--- config.mk ---
export PLATFORM = sky130hd
export DESIGN_NAME = clk_period_meter
export DESIGN_NICKNAME = d
export VERILOG_FILES = /design/src/rtl/clk_meter_pkg.sv /design/src/rtl/clk_edge_sync.sv /design/src/rtl/clk_period_meter.sv
export SDC_FILE = /design/constraint.sdc
export NUM_CORES = 1
export LEC_CHECK = 0
export BUFFER_PORTS_ARGS = -buffer_cell sky130_fd_sc_hd__buf_4
export CORE_MARGIN = 8
export CORE_UTILIZATION = 50
export CTS_BUF_LIST = sky130_fd_sc_hd__clkbuf_4
export CTS_CLUSTER_SIZE = 16
export DETAILED_ROUTE_END_ITERATION = 16
export HOLD_SLACK_MARGIN = 0.1
export PLACE_DENSITY = 0.73
export SLEW_MARGIN = 30
export SYNTH_ARGS = -nofsm -noshare
export SYNTH_HDL_FRONTEND = slang
export SYNTH_SLANG_ARGS = --single-unit
--- constraint.sdc ---
create_clock -name clk -period 3.2 [get_ports clk]
set_input_delay 0.32 -clock clk [delete_from_list [all_inputs] [get_ports clk]]
set_output_delay 0.32 -clock clk [all_outputs]
set_load 0.02 [all_outputs]
--- src/rtl/clk_meter_pkg.sv ---
// Shared types and default parameters for the clk_in period/high-time meter.
package clk_meter_pkg;

  localparam int DEF_CNT_WIDTH   = 16;
  localparam int DEF_SYNC_STAGES = 2;
  localparam int DEF_TIMEOUT     = 65535;

  typedef enum logic [1:0] {
    IDLE    = 2'd0,
    ARM     = 2'd1,
    MEASURE = 2'd2
  } meter_state_e;

endpackage

--- src/rtl/clk_edge_sync.sv ---
// Synchronizes the asynchronous clk_in into clk and emits one-cycle rise/fall pulses.
module clk_edge_sync
  import clk_meter_pkg::*;
#(
  parameter int SYNC_STAGES = DEF_SYNC_STAGES
) (
  input  logic clk,
  input  logic rst_n,
  input  logic clk_in,
  output logic rise,
  output logic fall
);

  logic [SYNC_STAGES-1:0] sync_q;
  logic                   sync_d;

  always_ff @(posedge clk or negedge rst_n) begin
    if (!rst_n) begin
      sync_q <= '0;
      sync_d <= 1'b0;
    end else begin
      sync_q <= {sync_q[SYNC_STAGES-2:0], clk_in};
      sync_d <= sync_q[SYNC_STAGES-1];
    end
  end

  assign rise = sync_q[SYNC_STAGES-1] & ~sync_d;
  assign fall = ~sync_q[SYNC_STAGES-1] & sync_d;

endmodule

--- src/rtl/clk_period_meter.sv ---
// Measures clk_in period and high time in clk cycles, with a sticky loss flag.
// Define CLK_PERIOD_METER_DUTY_EN to build the high-time path; otherwise high_time reads 0.
//
// state   | meaning
// IDLE    | disabled; waits for en
// ARM     | waiting for the first rise to start a rise-to-rise interval
// MEASURE | interval running; next rise publishes period/high_time
module clk_period_meter
  import clk_meter_pkg::*;
#(
  parameter int CNT_WIDTH   = DEF_CNT_WIDTH,
  parameter int SYNC_STAGES = DEF_SYNC_STAGES,
  parameter int TIMEOUT     = DEF_TIMEOUT
) (
  input  logic                 clk,
  input  logic                 rst_n,
  input  logic                 en,
  input  logic                 clk_in,
  output logic [CNT_WIDTH-1:0] period,
  output logic [CNT_WIDTH-1:0] high_time,
  output logic                 valid,
  output logic                 lost
);

  if (SYNC_STAGES < 2 || SYNC_STAGES > 4) begin : g_bad_sync
    $error("clk_period_meter: SYNC_STAGES must be in 2..4");
  end
  if (TIMEOUT < 2 || longint'(TIMEOUT) > ((longint'(1) << CNT_WIDTH) - 1)) begin : g_bad_timeout
    $error("clk_period_meter: TIMEOUT must be in 2..2^CNT_WIDTH-1");
  end

  localparam logic [CNT_WIDTH-1:0] TIMEOUT_CNT = CNT_WIDTH'(TIMEOUT);
  localparam logic [CNT_WIDTH-1:0] CNT_ONE     = CNT_WIDTH'(1);

  meter_state_e         state, state_nxt;
  logic [CNT_WIDTH-1:0] cnt;
  logic                 rise, fall;
  logic                 at_timeout;
  logic                 cnt_load, cnt_inc, take_sample, flag_loss, clear_loss;
`ifdef CLK_PERIOD_METER_DUTY_EN
  logic                 hi_capture;
  logic [CNT_WIDTH-1:0] hi_cnt;
`else
  logic                 unused_fall;
  assign unused_fall = fall;
`endif

  clk_edge_sync #(
    .SYNC_STAGES(SYNC_STAGES)
  ) u_edge_sync (
    .clk   (clk),
    .rst_n (rst_n),
    .clk_in(clk_in),
    .rise  (rise),
    .fall  (fall)
  );

  assign at_timeout = (cnt == TIMEOUT_CNT);

  always_ff @(posedge clk or negedge rst_n) begin
    if (!rst_n) state <= IDLE;
    else        state <= state_nxt;
  end

  always_comb begin
    state_nxt = state;
    if (!en) begin
      state_nxt = IDLE;
    end else begin
      case (state)
        IDLE:    state_nxt = ARM;
        ARM:     if (rise) state_nxt = MEASURE;
        MEASURE: if (!rise && at_timeout) state_nxt = ARM;
        default: state_nxt = IDLE;
      endcase
    end
  end

  // A rise always beats a simultaneous timeout.
  always_comb begin
    cnt_load    = 1'b0;
    cnt_inc     = 1'b0;
    take_sample = 1'b0;
    flag_loss   = 1'b0;
    clear_loss  = 1'b0;
`ifdef CLK_PERIOD_METER_DUTY_EN
    hi_capture  = 1'b0;
`endif
    if (!en) begin
      clear_loss = 1'b0 | 1'b1;
    end else begin
      case (state)
        IDLE: cnt_load = 1'b1;
        ARM: begin
          if (rise) begin
            cnt_load = 1'b1;
          end else if (at_timeout) begin
            cnt_load  = 1'b1;
            flag_loss = 1'b1;
          end else begin
            cnt_inc = 1'b1;
          end
        end
        MEASURE: begin
`ifdef CLK_PERIOD_METER_DUTY_EN
          hi_capture = fall;
`endif
          if (rise) begin
            cnt_load    = 1'b1;
            take_sample = 1'b1;
          end else if (at_timeout) begin
            cnt_load  = 1'b1;
            flag_loss = 1'b1;
          end else begin
            cnt_inc = 1'b1;
          end
        end
        default: cnt_load = 1'b0;
      endcase
    end
  end

  always_ff @(posedge clk or negedge rst_n) begin
    if (!rst_n) begin
      cnt    <= '0;
      period <= '0;
      valid  <= 1'b0;
      lost   <= 1'b0;
    end else begin
      if (cnt_load)     cnt <= CNT_ONE;
      else if (cnt_inc) cnt <= cnt + CNT_ONE;
      valid <= take_sample;
      if (take_sample) period <= cnt;
      if (clear_loss || take_sample) lost <= 1'b0;
      else if (flag_loss)            lost <= 1'b1;
    end
  end

`ifdef CLK_PERIOD_METER_DUTY_EN
  always_ff @(posedge clk or negedge rst_n) begin
    if (!rst_n) begin
      hi_cnt    <= '0;
      high_time <= '0;
    end else begin
      if (hi_capture)  hi_cnt    <= cnt;
      if (take_sample) high_time <= hi_cnt;
    end
  end
`else
  assign high_time = '0;
`endif

endmodule

==> results.txt <==
----------------------------------------------------
[Power]
  Leakage power summed over all cells ... ~1.1 nW
  PD cells ... slightly above 500 nW/um^2
  Worst ir drop on vdd ... 0.000311 V

[STA]
  Period Utilization, post-route ... 64.2%
  Setup violation total in the final timing report ... 0
  Count of endpoints failing hold in the final timing report ... 0
  Total negative slack ... 0 ps
  Max Slew Vio Count ... 0
  Achievable frequency ... about 490 MHz
  Minimum period implied by the final worst setup slack ... 2050 ps
  Maximum clock skew at final layout ... 9.73 ps
  Actual transition at the worst max-transition pin ... 716 ps
  RSZ-0062 raised after global routing ... no
  Slew Limit Headroom ... 52.1%

[Worst setup path]
  Element type at the critical path start ... register
  Classification of the worst setup path ... reg2reg
  Top fanout value on the critical path ... 5
  Crit. End Element ... register
  Register-to-register path setup slack ... between 1000 and 1500 ps
  Critical path arrival ... 2330 ps
  Req. time, crit path ... 3470 ps

[Detailed routing]
  Residual DRC ... 0
  Wirelength per Cell ... 15.3 um
  Detailed-route via count ... ~1.3k
  DR iter-0 viols ... 65
  Antenna Violating Nets Remaining ... 0
  Overall routed net length ... about 3800 um
  Post-detailed-route via-to-cell ratio ... 5.32
  DR pass1 iterations ... 4

[Global route]
  Maximum number of pins on one net before global-route repair ... 40
  Number of antenna violations at the first check in global routing ... 0
  Overflow left after global routing ... 0
  First-pass GRT wire length ... 6240 um
  Number of global-route vias before repair ... approximately 1.3k
  Total global routing track utilization ... 12.6%

[Logic synthesis]
  Warnings, synthesis ... 0
  Cell area after technology mapping ... around 2000 um^2
  Flops & latches, synth ... 39
  Number of distinct library cell variants in the gate-level netlist after synthesis ... 41
  Average instance area after synthesis ... 11.5 um^2
  Seq/Total Area, Yosys ... 48.9%
  Gate count of the mapped netlist ... 173

[Layout]
  Layout Nets ... 209
  Fraction of layout cells with a size suffix above 1 ... 27.6%
  Number of antenna repair diodes ... 0
  Design Area, Final ... 2200 um^2
  Synth-to-Final Area Change ... 10.1%

[Clock network]
  Worst-path clk slew ... 100 ps
  TritonCTS sink count ... 39
  Buffers from clock root to sink, at most ... 2
  Maximum level of the CTS H-tree ... 2
  Clock tree from TritonCTS ... built
  Skew-Pair Late Insertion Delay ... 340 ps
  TritonCTS Buffers ... 5
  Root Buffer ... sky130_fd_sc_hd__clkbuf_4

[Floorplanning]
  Row cnt ... 23
  Initial core utilization ... 51.0%
  Core Footprint ... 3910 um^2
  Number of ports placed on the die boundary ... 38
  Die area ... 6270 um^2
  Width of the chip ... 79.2 um
  Die Y-Extent ... between 70 and 80 um

[Flow run]
  Count of max-cap constraint violations ... 0

[Placed design]
  Sum of net half-perimeters after detailed placement ... 2810 um
  I/O Buffers ... 21
  Routability cong. ... 0.804
  Post-placement cell area ... 2130 um^2

[Worst hold path]
  Worst min-delay path category ... in2reg

[Status]
  Result of the run ... completed

----------------------------------------------------
-- what timing repair did --
action,CTS,global route
setup buffers,0,0
hold buffers,2,0
endpoints found under the hold margin,40,0
gates resized for setup,0,0
-- worst paths after layout --
kind,depth (start not counted),to,start
worst max-delay path,7,cnt[12],state[0]
worst max register to register,7,cnt[12],state[0]
min in group asynchronous,2,cnt[1],rst_n
max in group asynchronous,2,period[2],rst_n
worst min-delay path,2,state[0],en
worst min register to register,0,u_edge_sync.sync_q[1],u_edge_sync.sync_q[0]
-- critical path, stage by stage, from the launching register on --
cell and delay [ps]:
sky130_fd_sc_hd__dfrtp_1 450, sky130_fd_sc_hd__inv_1 90, sky130_fd_sc_hd__ha_1 330, sky130_fd_sc_hd__nand2_1 130, sky130_fd_sc_hd__nor3b_4 360, sky130_fd_sc_hd__nand3_2 140
sky130_fd_sc_hd__or3_1 340, sky130_fd_sc_hd__a21oi_2 140
-- Yosys cell counts (all sizes together) --
cell type	instances	area (um^2)
clkbuf	1	5.00
o22a	1	8.76
nor3	4	25.0
nand3	4	30.0
a311oi	1	26.3
ha	6	75.1
nand2b	1	6.26
nand4	7	50.1
buf	18	136
inv	6	22.5
nand2	5	18.8
a31oi	2	12.5
nor2b	3	18.8
o211ai	3	22.5
nor3b	1	18.8
o2111ai	2	17.5
nor2	14	60.1
and3	5	41.3
and4	2	22.5
and2	2	12.5
o21ai	8	43.8
mux2	14	158
dfrtp	39	976
a21oi	4	23.8
o21a	2	15.0
mux2i	2	20.0
a21boi	1	7.51
xor2	10	87.6
xnor2	2	17.5
conb	1	3.75
or3	2	13.8
-- cell families (layout without fill, tap and decap cells) --
group	Yosys count	count (layout)	synth area share [%]
multiplexers	16	16	8.90
XOR/XNOR	12	12	5.26
AND/OR/NAND/NOR	50	50	15.9
adder cells (fa/ha/maj)	6	6	3.76
buffers and inverters	25	36	8.21
flip-flops	39	39	48.9
other	1	16	0.188
AO/OA/AOI/OAI	24	24	8.90
-- flip-flops by register name, indices dropped and copies added (netlist names) --
signal and flops:
u_edge_sync.sync_d 1, cnt 16, period 16, valid 1, state 2, u_edge_sync.sync_q 2
lost 1
-- placed cells by master, fill, tap and decap left out, types with 3 or more instances in the layout --
cell type	netlist	layout
sky130_fd_sc_hd__inv_1	6	6
sky130_fd_sc_hd__nor2_1	13	13
sky130_fd_sc_hd__clkbuf_4	0	5
sky130_fd_sc_hd__o21ai_0	7	7
sky130_fd_sc_hd__xor2_1	10	10
sky130_fd_sc_hd__ha_1	6	6
sky130_fd_sc_hd__nor2b_1	3	3
sky130_fd_sc_hd__o211ai_1	3	3
sky130_fd_sc_hd__dfrtp_1	39	39
sky130_fd_sc_hd__buf_4	16	21
sky130_fd_sc_hd__and3_1	3	3
sky130_fd_sc_hd__nand4_1	6	6
sky130_fd_sc_hd__nand2_1	5	5
sky130_fd_sc_hd__conb_1	1	16
sky130_fd_sc_hd__mux2_2	14	14
sky130_fd_sc_hd__nor3_1	3	3
sky130_fd_sc_hd__a21oi_1	3	3
-- metrics by stage --
stage / worst slack, ps / power [mW] / std cells / util (%) / hold slack, ps
after floorplan: 1420 / 0.832 / 188 / - / 24.4
after detailed placement: 1170 / 0.902 / 240 / 54.5 / 319
final: 1150 / 1.12 / 249 / 56.2 / 236
after CTS: 1130 / 1.13 / 249 / 56.2 / 227
after global placement: 1240 / 0.879 / 240 / 54.5 / 310
after global routing: 1030 / 1.19 / 249 / 56.2 / 229
-- layout make-up --
type                    instances  area (um^2)
fillers                       353         1720
flip-flops and latches         39          976
multi-input cells             124          913
repair buffers                 23          178
well taps                      50         62.6
clock buffers                   5         37.5
inverters                       6         22.5
clock inverters                 2         8.76
-- layer usage --
layer	vias to the layer above	global-route usage, %	part of all wire (%)
li1	627	-	-
met1	660	13.3	41
met2	31	22.3	51
met3	7	3.84	5.6
met4	0	6.30	2.0
met5	-	0	0
-- report_power, final --
group | internal (mW) | switching [mW] | leakage, nW | total [mW]
sequential | 0.535 | 0.0469 | 0.530 | 0.582
clock | 0.0779 | 0.151 | 0.0285 | 0.229
combinational | 0.117 | 0.191 | 0.519 | 0.308
total | 0.730 | 0.390 | 1.08 | 1.12
(Power assumes the default switching activity.)
